### src/rtl/posit_csr_pkg.sv
// Shared definitions for the posit Avalon-MM CSR block: register map,
// CTRL/STATUS bit positions, opcode and sequencer state encodings.
package posit_csr_pkg;

  // Word addresses of the software-visible registers
  localparam int unsigned ADDR_NUM1   = 0;
  localparam int unsigned ADDR_NUM2   = 1;
  localparam int unsigned ADDR_CTRL   = 2;
  localparam int unsigned ADDR_STATUS = 3;
  localparam int unsigned ADDR_RESULT = 4;
  localparam int unsigned ADDR_COUNT  = 5;

  // CTRL fields
  localparam int unsigned CTRL_START_BIT = 0;
  localparam int unsigned CTRL_OP_LSB    = 1;
  localparam int unsigned CTRL_OP_MSB    = 2;
  localparam int unsigned CTRL_IE_BIT    = 3;

  // STATUS fields
  localparam int unsigned STATUS_BUSY_BIT = 0;
  localparam int unsigned STATUS_DONE_BIT = 1;
  localparam int unsigned STATUS_ERR_BIT  = 2;

  typedef enum logic [1:0] {
    ADD = 2'd0,
    SUB = 2'd1,
    MUL = 2'd2,
    DIV = 2'd3
  } posit_op_e;

  typedef enum logic [1:0] {
    IDLE  = 2'd0,
    ISSUE = 2'd1,
    WAIT  = 2'd2
  } csr_state_e;

endpackage

### src/rtl/posit_csr_regs.sv
// Avalon-MM register file for the posit CSR block: address decode,
// registered read mux, operand/opcode storage, RESULT capture and the
// sticky DONE/ERR bits. Optional interrupt enable/output under the
// POSIT_CSR_IRQ_EN macro.
module posit_csr_regs
  import posit_csr_pkg::*;
#(
  parameter int ADDR_W = 3,
  parameter int DATA_W = 32
) (
  input  logic              clock,
  input  logic              reset_n,
  input  logic [ADDR_W-1:0] avs_address,
  input  logic              avs_write,
  input  logic [DATA_W-1:0] avs_writedata,
  input  logic              avs_read,
  output logic [DATA_W-1:0] avs_readdata,
  output logic              avs_readdatavalid,
  input  logic              busy,
  input  logic              done_set,
  input  logic              err_set,
  input  logic [DATA_W-1:0] res_data,
  input  logic [DATA_W-1:0] count,
  output logic [DATA_W-1:0] num1,
  output logic [DATA_W-1:0] num2,
  output posit_op_e         op,
  output logic              start_req,
  output posit_op_e         start_op
`ifdef POSIT_CSR_IRQ_EN
  ,
  output logic              irq
`endif
);

  logic [DATA_W-1:0] num1_q, num1_d;
  logic [DATA_W-1:0] num2_q, num2_d;
  logic [DATA_W-1:0] result_q, result_d;
  logic [DATA_W-1:0] rdata_q, rdata_d;
  posit_op_e         op_q, op_d;
  logic              done_q, done_d;
  logic              err_q, err_d;
  logic              rvalid_q, rvalid_d;
`ifdef POSIT_CSR_IRQ_EN
  logic              ie_q, ie_d;
  logic              irq_q, irq_d;
`endif

  logic [31:0]       addr_ext;
  logic              wr_num1, wr_num2, wr_ctrl, wr_status;
  logic [DATA_W-1:0] rd_word;

  assign addr_ext  = 32'(avs_address);
  assign wr_num1   = avs_write && (addr_ext == ADDR_NUM1);
  assign wr_num2   = avs_write && (addr_ext == ADDR_NUM2);
  assign wr_ctrl   = avs_write && (addr_ext == ADDR_CTRL);
  assign wr_status = avs_write && (addr_ext == ADDR_STATUS);

  // START is a pulse; the opcode travels with it so a combined OP+START write uses the new OP
  assign start_req = wr_ctrl && avs_writedata[CTRL_START_BIT];
  assign start_op  = posit_op_e'(avs_writedata[CTRL_OP_MSB:CTRL_OP_LSB]);

  assign num1 = num1_q;
  assign num2 = num2_q;
  assign op   = op_q;

  assign avs_readdata      = rdata_q;
  assign avs_readdatavalid = rvalid_q;
`ifdef POSIT_CSR_IRQ_EN
  assign irq = irq_q;
`endif

  // Read mux over current register contents, so a same-cycle write is not yet visible
  always_comb begin
    rd_word = '0;
    case (addr_ext)
      ADDR_NUM1:   rd_word = num1_q;
      ADDR_NUM2:   rd_word = num2_q;
      ADDR_CTRL: begin
        rd_word[CTRL_OP_MSB:CTRL_OP_LSB] = op_q;
`ifdef POSIT_CSR_IRQ_EN
        rd_word[CTRL_IE_BIT] = ie_q;
`endif
      end
      ADDR_STATUS: begin
        rd_word[STATUS_BUSY_BIT] = busy;
        rd_word[STATUS_DONE_BIT] = done_q;
        rd_word[STATUS_ERR_BIT]  = err_q;
      end
      ADDR_RESULT: rd_word = result_q;
      ADDR_COUNT:  rd_word = count;
      default:     rd_word = '0;
    endcase
  end

  // Next-state for storage registers, sticky bits and read response
  always_comb begin
    // NOTE: every output of this block gets a default first so no path leaves it unassigned (no latch).
    num1_d   = num1_q;
    num2_d   = num2_q;
    op_d     = op_q;
    result_d = result_q;

    if (wr_num1) num1_d = avs_writedata;
    if (wr_num2) num2_d = avs_writedata;
    if (wr_ctrl) op_d   = start_op;
    if (done_set) result_d = res_data;

    // Sticky bits: W1C clears, but a set in the same cycle wins
    done_d = (done_q && !(wr_status && avs_writedata[STATUS_DONE_BIT])) || done_set;
    err_d  = (err_q  && !(wr_status && avs_writedata[STATUS_ERR_BIT]))  || err_set;

    rvalid_d = avs_read;
    rdata_d  = avs_read ? rd_word : '0;

`ifdef POSIT_CSR_IRQ_EN
    ie_d  = wr_ctrl ? avs_writedata[CTRL_IE_BIT] : ie_q;
    irq_d = ie_q && done_q;
`endif
  end

  // Register update with asynchronous clear
  always_ff @(posedge clock or negedge reset_n) begin
    if (!reset_n) begin
      num1_q   <= '0;
      num2_q   <= '0;
      result_q <= '0;
      rdata_q  <= '0;
      op_q     <= ADD;
      done_q   <= 1'b0;
      err_q    <= 1'b0;
      rvalid_q <= 1'b0;
`ifdef POSIT_CSR_IRQ_EN
      ie_q     <= 1'b0;
      irq_q    <= 1'b0;
`endif
    end else begin
      // NOTE: non-blocking assignments so every flop samples pre-edge values regardless of statement order.
      num1_q   <= num1_d;
      num2_q   <= num2_d;
      result_q <= result_d;
      rdata_q  <= rdata_d;
      op_q     <= op_d;
      done_q   <= done_d;
      err_q    <= err_d;
      rvalid_q <= rvalid_d;
`ifdef POSIT_CSR_IRQ_EN
      ie_q     <= ie_d;
      irq_q    <= irq_d;
`endif
    end
  end

endmodule

### src/rtl/posit_avmm_csr.sv
// Avalon-MM front end for a posit arithmetic unit. Holds the launch/await
// sequencer, the request registers driving the unit and the completion
// counter; register decode lives in posit_csr_regs.
// Optional interrupt output enabled by defining POSIT_CSR_IRQ_EN.
module posit_avmm_csr
  import posit_csr_pkg::*;
#(
  parameter int ADDR_W = 3,
  parameter int DATA_W = 32
) (
  input  logic              clock,
  input  logic              reset_n,
  input  logic [ADDR_W-1:0] avs_address,
  input  logic              avs_write,
  input  logic [DATA_W-1:0] avs_writedata,
  input  logic              avs_read,
  output logic [DATA_W-1:0] avs_readdata,
  output logic              avs_readdatavalid,
  output logic              op_valid,
  input  logic              op_ready,
  output logic [1:0]        op_sel,
  output logic [DATA_W-1:0] op_num1,
  output logic [DATA_W-1:0] op_num2,
  input  logic              res_valid,
  input  logic [DATA_W-1:0] res_data
`ifdef POSIT_CSR_IRQ_EN
  ,
  output logic              irq
`endif
);

  csr_state_e        state_q, state_d;
  logic [DATA_W-1:0] req_num1_q, req_num1_d;
  logic [DATA_W-1:0] req_num2_q, req_num2_d;
  posit_op_e         req_op_q, req_op_d;
  logic [DATA_W-1:0] count_q, count_d;

  logic              busy, done_set, err_set, start_req;
  logic [DATA_W-1:0] num1, num2;
  posit_op_e         op, start_op;

  assign busy     = (state_q == ISSUE) || (state_q == WAIT);
  assign op_valid = (state_q == ISSUE);
  assign op_sel   = req_op_q;
  assign op_num1  = req_num1_q;
  assign op_num2  = req_num2_q;

  posit_csr_regs #(
    .ADDR_W (ADDR_W),
    .DATA_W (DATA_W)
  ) u_regs (
    .clock             (clock),
    .reset_n           (reset_n),
    .avs_address       (avs_address),
    .avs_write         (avs_write),
    .avs_writedata     (avs_writedata),
    .avs_read          (avs_read),
    .avs_readdata      (avs_readdata),
    .avs_readdatavalid (avs_readdatavalid),
    .busy              (busy),
    .done_set          (done_set),
    .err_set           (err_set),
    .res_data          (res_data),
    .count             (count_q),
    .num1              (num1),
    .num2              (num2),
    .op                (op),
    .start_req         (start_req),
    .start_op          (start_op)
`ifdef POSIT_CSR_IRQ_EN
    ,
    .irq               (irq)
`endif
  );

  // Sequencer: snapshot the request on START, hold it through the handshake, await one result
  always_comb begin
    state_d    = state_q;
    req_num1_d = req_num1_q;
    req_num2_d = req_num2_q;
    req_op_d   = req_op_q;
    count_d    = count_q;
    done_set   = 1'b0;
    err_set    = 1'b0;

    unique case (state_q)
      IDLE: begin
        if (start_req) begin
          state_d    = ISSUE;
          req_num1_d = num1;
          req_num2_d = num2;
          req_op_d   = start_op;
        end
      end
      ISSUE: begin
        err_set = start_req;
        if (op_ready) state_d = WAIT;
      end
      WAIT: begin
        err_set = start_req;
        if (res_valid) begin
          state_d  = IDLE;
          done_set = 1'b1;
          count_d  = count_q + DATA_W'(1);
        end
      end
      default: state_d = IDLE;
    endcase
  end

  // State, request and counter registers; reset drops any in-flight request at once
  always_ff @(posedge clock or negedge reset_n) begin
    if (!reset_n) begin
      state_q    <= IDLE;
      req_num1_q <= '0;
      req_num2_q <= '0;
      req_op_q   <= ADD;
      count_q    <= '0;
    end else begin
      state_q    <= state_d;
      req_num1_q <= req_num1_d;
      req_num2_q <= req_num2_d;
      req_op_q   <= req_op_d;
      count_q    <= count_d;
    end
  end

  // Operand snapshot at START keeps num1/num2/op register writes from reaching an operation in flight.
  // (the op register itself is still consumed by software readback through u_regs)
  logic unused_op;
  assign unused_op = ^op;

endmodule

### config.mk
export PLATFORM = sky130hd
export DESIGN_NAME = posit_avmm_csr
export DESIGN_NICKNAME = d
export VERILOG_FILES = /design/src/rtl/posit_csr_pkg.sv /design/src/rtl/posit_csr_regs.sv /design/src/rtl/posit_avmm_csr.sv
export SDC_FILE = /design/constraint.sdc
export NUM_CORES = 1
export LEC_CHECK = 0
export CAP_MARGIN = 20
export CORE_ASPECT_RATIO = 1.5
export CORE_MARGIN = 8
export CORE_UTILIZATION = 50
export CTS_CLUSTER_DIAMETER = 30
export DETAILED_ROUTE_END_ITERATION = 7
export GPL_TIMING_DRIVEN = 1
export MAX_ROUTING_LAYER = met4
export PLACE_DENSITY_LB_ADDON = 0.08
export SKIP_LAST_GASP = 1
export SLEW_MARGIN = 20
export SYNTH_ARGS = -nofsm -noshare
export SYNTH_HDL_FRONTEND = slang
export SYNTH_SLANG_ARGS = --single-unit
### constraint.sdc
create_clock -name clock -period 4.8 [get_ports clock]
set_input_delay 0.96 -clock clock [delete_from_list [all_inputs] [get_ports clock]]
set_output_delay 0.96 -clock clock [all_outputs]
set_load 0.02 [all_outputs]
==> metrics.md <==
| Metric | Value |
|---|---|
| Outcome | `finished, final reports clean` |
| Crit-path max cell delay | `0.79 ns` |
| Post-Synthesis Cells | `684` |
| Layout cells sized above 1 | `28.23%` |
| Largest net degree at the start of global routing | `133` |
| Syn Std Cell Area | `9507 µm²` |
| Initial antenna violation count | `1` |
| Library cells used by synthesis | `41` |
| Mean Syn Cell Area | `13.90 µm²` |
| Final cell count without fillers | `roughly 1.1k` |
| Max-Cap Viols | `0` |
| Crit path arrival time | `3.53 ns` |
| Placer Congestion | `0.9119` |
| Flop pwr share | `38.9%` |
| HPWL Detailed | `approximately 15,000 µm` |
| Clock power frac | `37.1%` |
| Largest fanout on the critical path | `32` |
| Via count | `6,217` |
| Area share of the largest cell type after synthesis | `between 60% and 70%` |
| Async S/R FF share, synth | `100.0%` |
| First-pass GRT wire length | `37,410 µm` |
| Slew @ Worst Pin | `1.011 ns` |
| Max Fclk | `~320 MHz` |
| Data required, critical path | `roughly 5.2 ns` |
| Clk sinks | `233` |
| Final Slew Violations | `0` |
| Tot GR Track Use | `20.50%` |
| DRC | `0` |
| Maximum VDD drop | `0.3639 mV` |
| Iter 0 DRT Violations | `219` |
| Antenna violation net count after detailed routing | `0` |
| Register bit total from synthesis | `233` |
| Hold Buf Count CTS | `0` |
| Placed cell count | `between 1k and 1.5k` |
| Vias in the first global route | `6,937` |
| Slew headroom | `between 30% and 40%` |
| Leakage power | `5.548 nW` |
| IO Count | `173` |
| Worst-path cell chain | `clkdlybuf4s50_1, nor2b_1, nor2b_4, and2_2, mux2_2` |
| Int Pwr | `roughly 0.0053 W` |
| Final setup fails | `0` |
| Post-Synthesis Net Count | `762` |
| H-tree Lvls | `2` |
| Pwr/cell area | `574.0 nW/µm²` |
| DIE AREA | `23,770 µm²` |
| DRT Pass-1 Iters | `4` |
| Ranking of synthesized cells by area | `dfrtp_1 61%, mux2_2 20%, a22oi_1 4.6%, xnor2_1 1.8%, a21oi_1 1.6%` |
| Area growth syn-to-layout | `34.40%` |
| Number of setup buffers added after CTS | `0` |
| Worst min-delay path category | `primary input to asynchronous set/reset pin` |
| Top FF cell, synth | `dfrtp_1` |
| Path depth of the worst reg2reg path | `6` |
| Post-synth EDFFs | `0` |
| Total core area | `18,930 µm²` |
| Hold_ws | `0.3724 ns` |
| Commonest non-fill, non-tap cell in the layout | `dfrtp_1` |
| Worst-skew pair later-pin latency | `0.48 ns` |
| Post-CTS Resized | `0` |
| Switching Power | `0.002041 W` |
| Die Height | `around 180 µm` |
| R2R setup slack | `2.46 ns` |
| Buffers on Ports | `172` |
| CTS root buf | `clkbuf_16` |
| Final Skew | `0.009558 ns` |
| Crit Path Class | `primary input to register` |
| Layout filler cell count | `1,475` |
| Combinational share of power | `approximately a quarter` |
| Slowest CP cell | `and2_2` |
| Number of buffers created by CTS | `37` |
| Switch share | `27.83%` |
| Tmin final | `3.167 ns` |
| Critical Path End Type | `register` |
| Die width | `128.6 µm` |
| Final worst path period share | `65.98%` |
| Post-synth top area cell | `dfrtp_1` |
| Yosys warns | `0` |
| Setup TNS | `0 ns` |
| Critical Path Source Type | `primary input` |
| Clock-pin slew on the worst setup and hold paths | `around 0.060 ns` |
| Drt wl/cell | `between 20 and 25 µm` |
| Part of the Yosys area used for sequential elements | `between 60 and 70%` |
| Origin of the critical flop-to-flop path | `state_q[0]` |
| Initial core utilization | `50.22%` |
| DRT Wirelength | `around 23,000 µm` |
| Rows | `62` |
| TritonCTS clock tree | `done` |
| Post-layout nets | `~940` |
| Max Root-Sink Buffers | `3` |
| Unrepaired setup endpoints after global routing | `false` |
| Mean number of vias per cell | `5.425` |
| Final hold violation count | `0` |
| Reg-to-Reg End | `count_q[30]` |
| Grt total ovfl | `0` |
| Most frequent cells in the layout | `233 x dfrtp_1, 171 x clkdlybuf4s50_1, 168 x mux2_2, 58 x a22oi_1, 37 x clkbuf_16` |
cell usage after synthesis (2+ instances only):
library cell and count:
nand4b_1 2, ha_1 5, clkbuf_1 21, nand3_1 7, buf_2 14, xnor2_1 19, nand4_1 8, nand2_1 23
dfrtp_1 233, inv_1 11, a21oi_1 31, and4_1 4, a22oi_1 58, and2_1 8, a31oi_1 2, buf_4 4
o21a_1 3, nor2b_1 2, nor2_1 10, or4_1 2, xor2_1 12, buf_1 2, nor3_1 10, nor4_1 2
o21ai_0 4, mux2_2 168, nor4bb_1 2, nand3b_1 3, and3_1 2
per-layer routing:
layer | routed length, µm | track usage [%] | vias up | share of wire (%)
met2 | 12220 | 35.37 | 182 | 53
met3 | 1125 | 3.545 | 40 | 4.9
met4 | 558 | 7.362 | 0 | 2.4
met5 | 0 | - | - | 0
met1 | 9165 | 23.52 | 3165 | 40
li1 | - | - | 2830 | -
registers in the layout (all words and copies together), names as in the netlist, 2 cells and up:
signal / cells
count_q: 32
op_num1: 32
op_num2: 32
op_sel: 2
state_q: 2
u_regs.avs_readdata: 32
u_regs.num1: 32
u_regs.num2: 32
u_regs.op: 2
u_regs.result_q: 32
logic make-up (layout without fill, tap and decap cells):
kind of cell,count (synthesis),after routing,share of synthesized area (%)
flops,233,233,61.33
mux,169,169,20.02
compound gates,101,101,7.068
simple gates,93,93,5.673
buf+inv,52,257,2.395
xor+xnor,31,31,2.856
fa+ha+maj,5,5,0.6581
other cells,0,1,0
layout make-up:
| type | count | area, µm² | area share [%] |
|---|---|---|---|
| diodes | 1 | 2.502 | 0.01958 |
| clock buffers | 43 | 978.4 | 7.658 |
| flip-flops and latches | 233 | 5831 | 45.63 |
| well taps | 256 | 320.3 | 2.507 |
| repair buffers | 181 | 1827 | 14.30 |
| multi-input cells | 399 | 3477 | 27.21 |
| clock inverters | 22 | 300.3 | 2.350 |
| inverters | 11 | 41.29 | 0.3231 |
power by group through the flow:
stage	Sequential, W	Combinational [W]	Clock [W]
after CTS	0.00286	0.00179	0.00277
final	0.00285	0.00176	0.00272
after global placement	0.00285	0.00173	0
after global routing	0.00293	0.00188	0.00286
after detailed placement	0.00288	0.00178	0
after floorplan	0.00311	0.000668	0
worst max path at each step:
stage | to | slack, ns | from | cells after the start
after floorplan | u_regs.num2[10] | 2.48 | avs_address[0] | 6
after global placement | op_num1[16] | 1.27 | avs_address[2] | 5
after detailed placement | u_regs.num2[20] | 1.14 | avs_address[0] | 5
after CTS | u_regs.num2[20] | 1.65 | avs_address[0] | 5
after global routing | u_regs.num2[20] | 1.51 | avs_address[0] | 5
final | u_regs.num2[20] | 1.63 | avs_address[0] | 5
critical path, delay by kind of cell:
| kind | cells | cell delay, ns |
|---|---|---|
| simple gates | 3 | 1.38 |
| mux | 1 | 0.43 |
| buf+inv | 1 | 0.74 |
per-stage QoR:
step                      setup WS [ns]  power [W]  area [µm²]  util, %
after global routing              1.515   0.007666       12780    67.50
after CTS                         1.645   0.007421       12750    67.35
after floorplan                   2.480   0.003778        9507        -
after global placement            1.267   0.004587       11470    60.59
final                             1.633   0.007334       12780    67.50
after detailed placement          1.140   0.004663       11470    60.59
(Power assumes the default switching activity.)
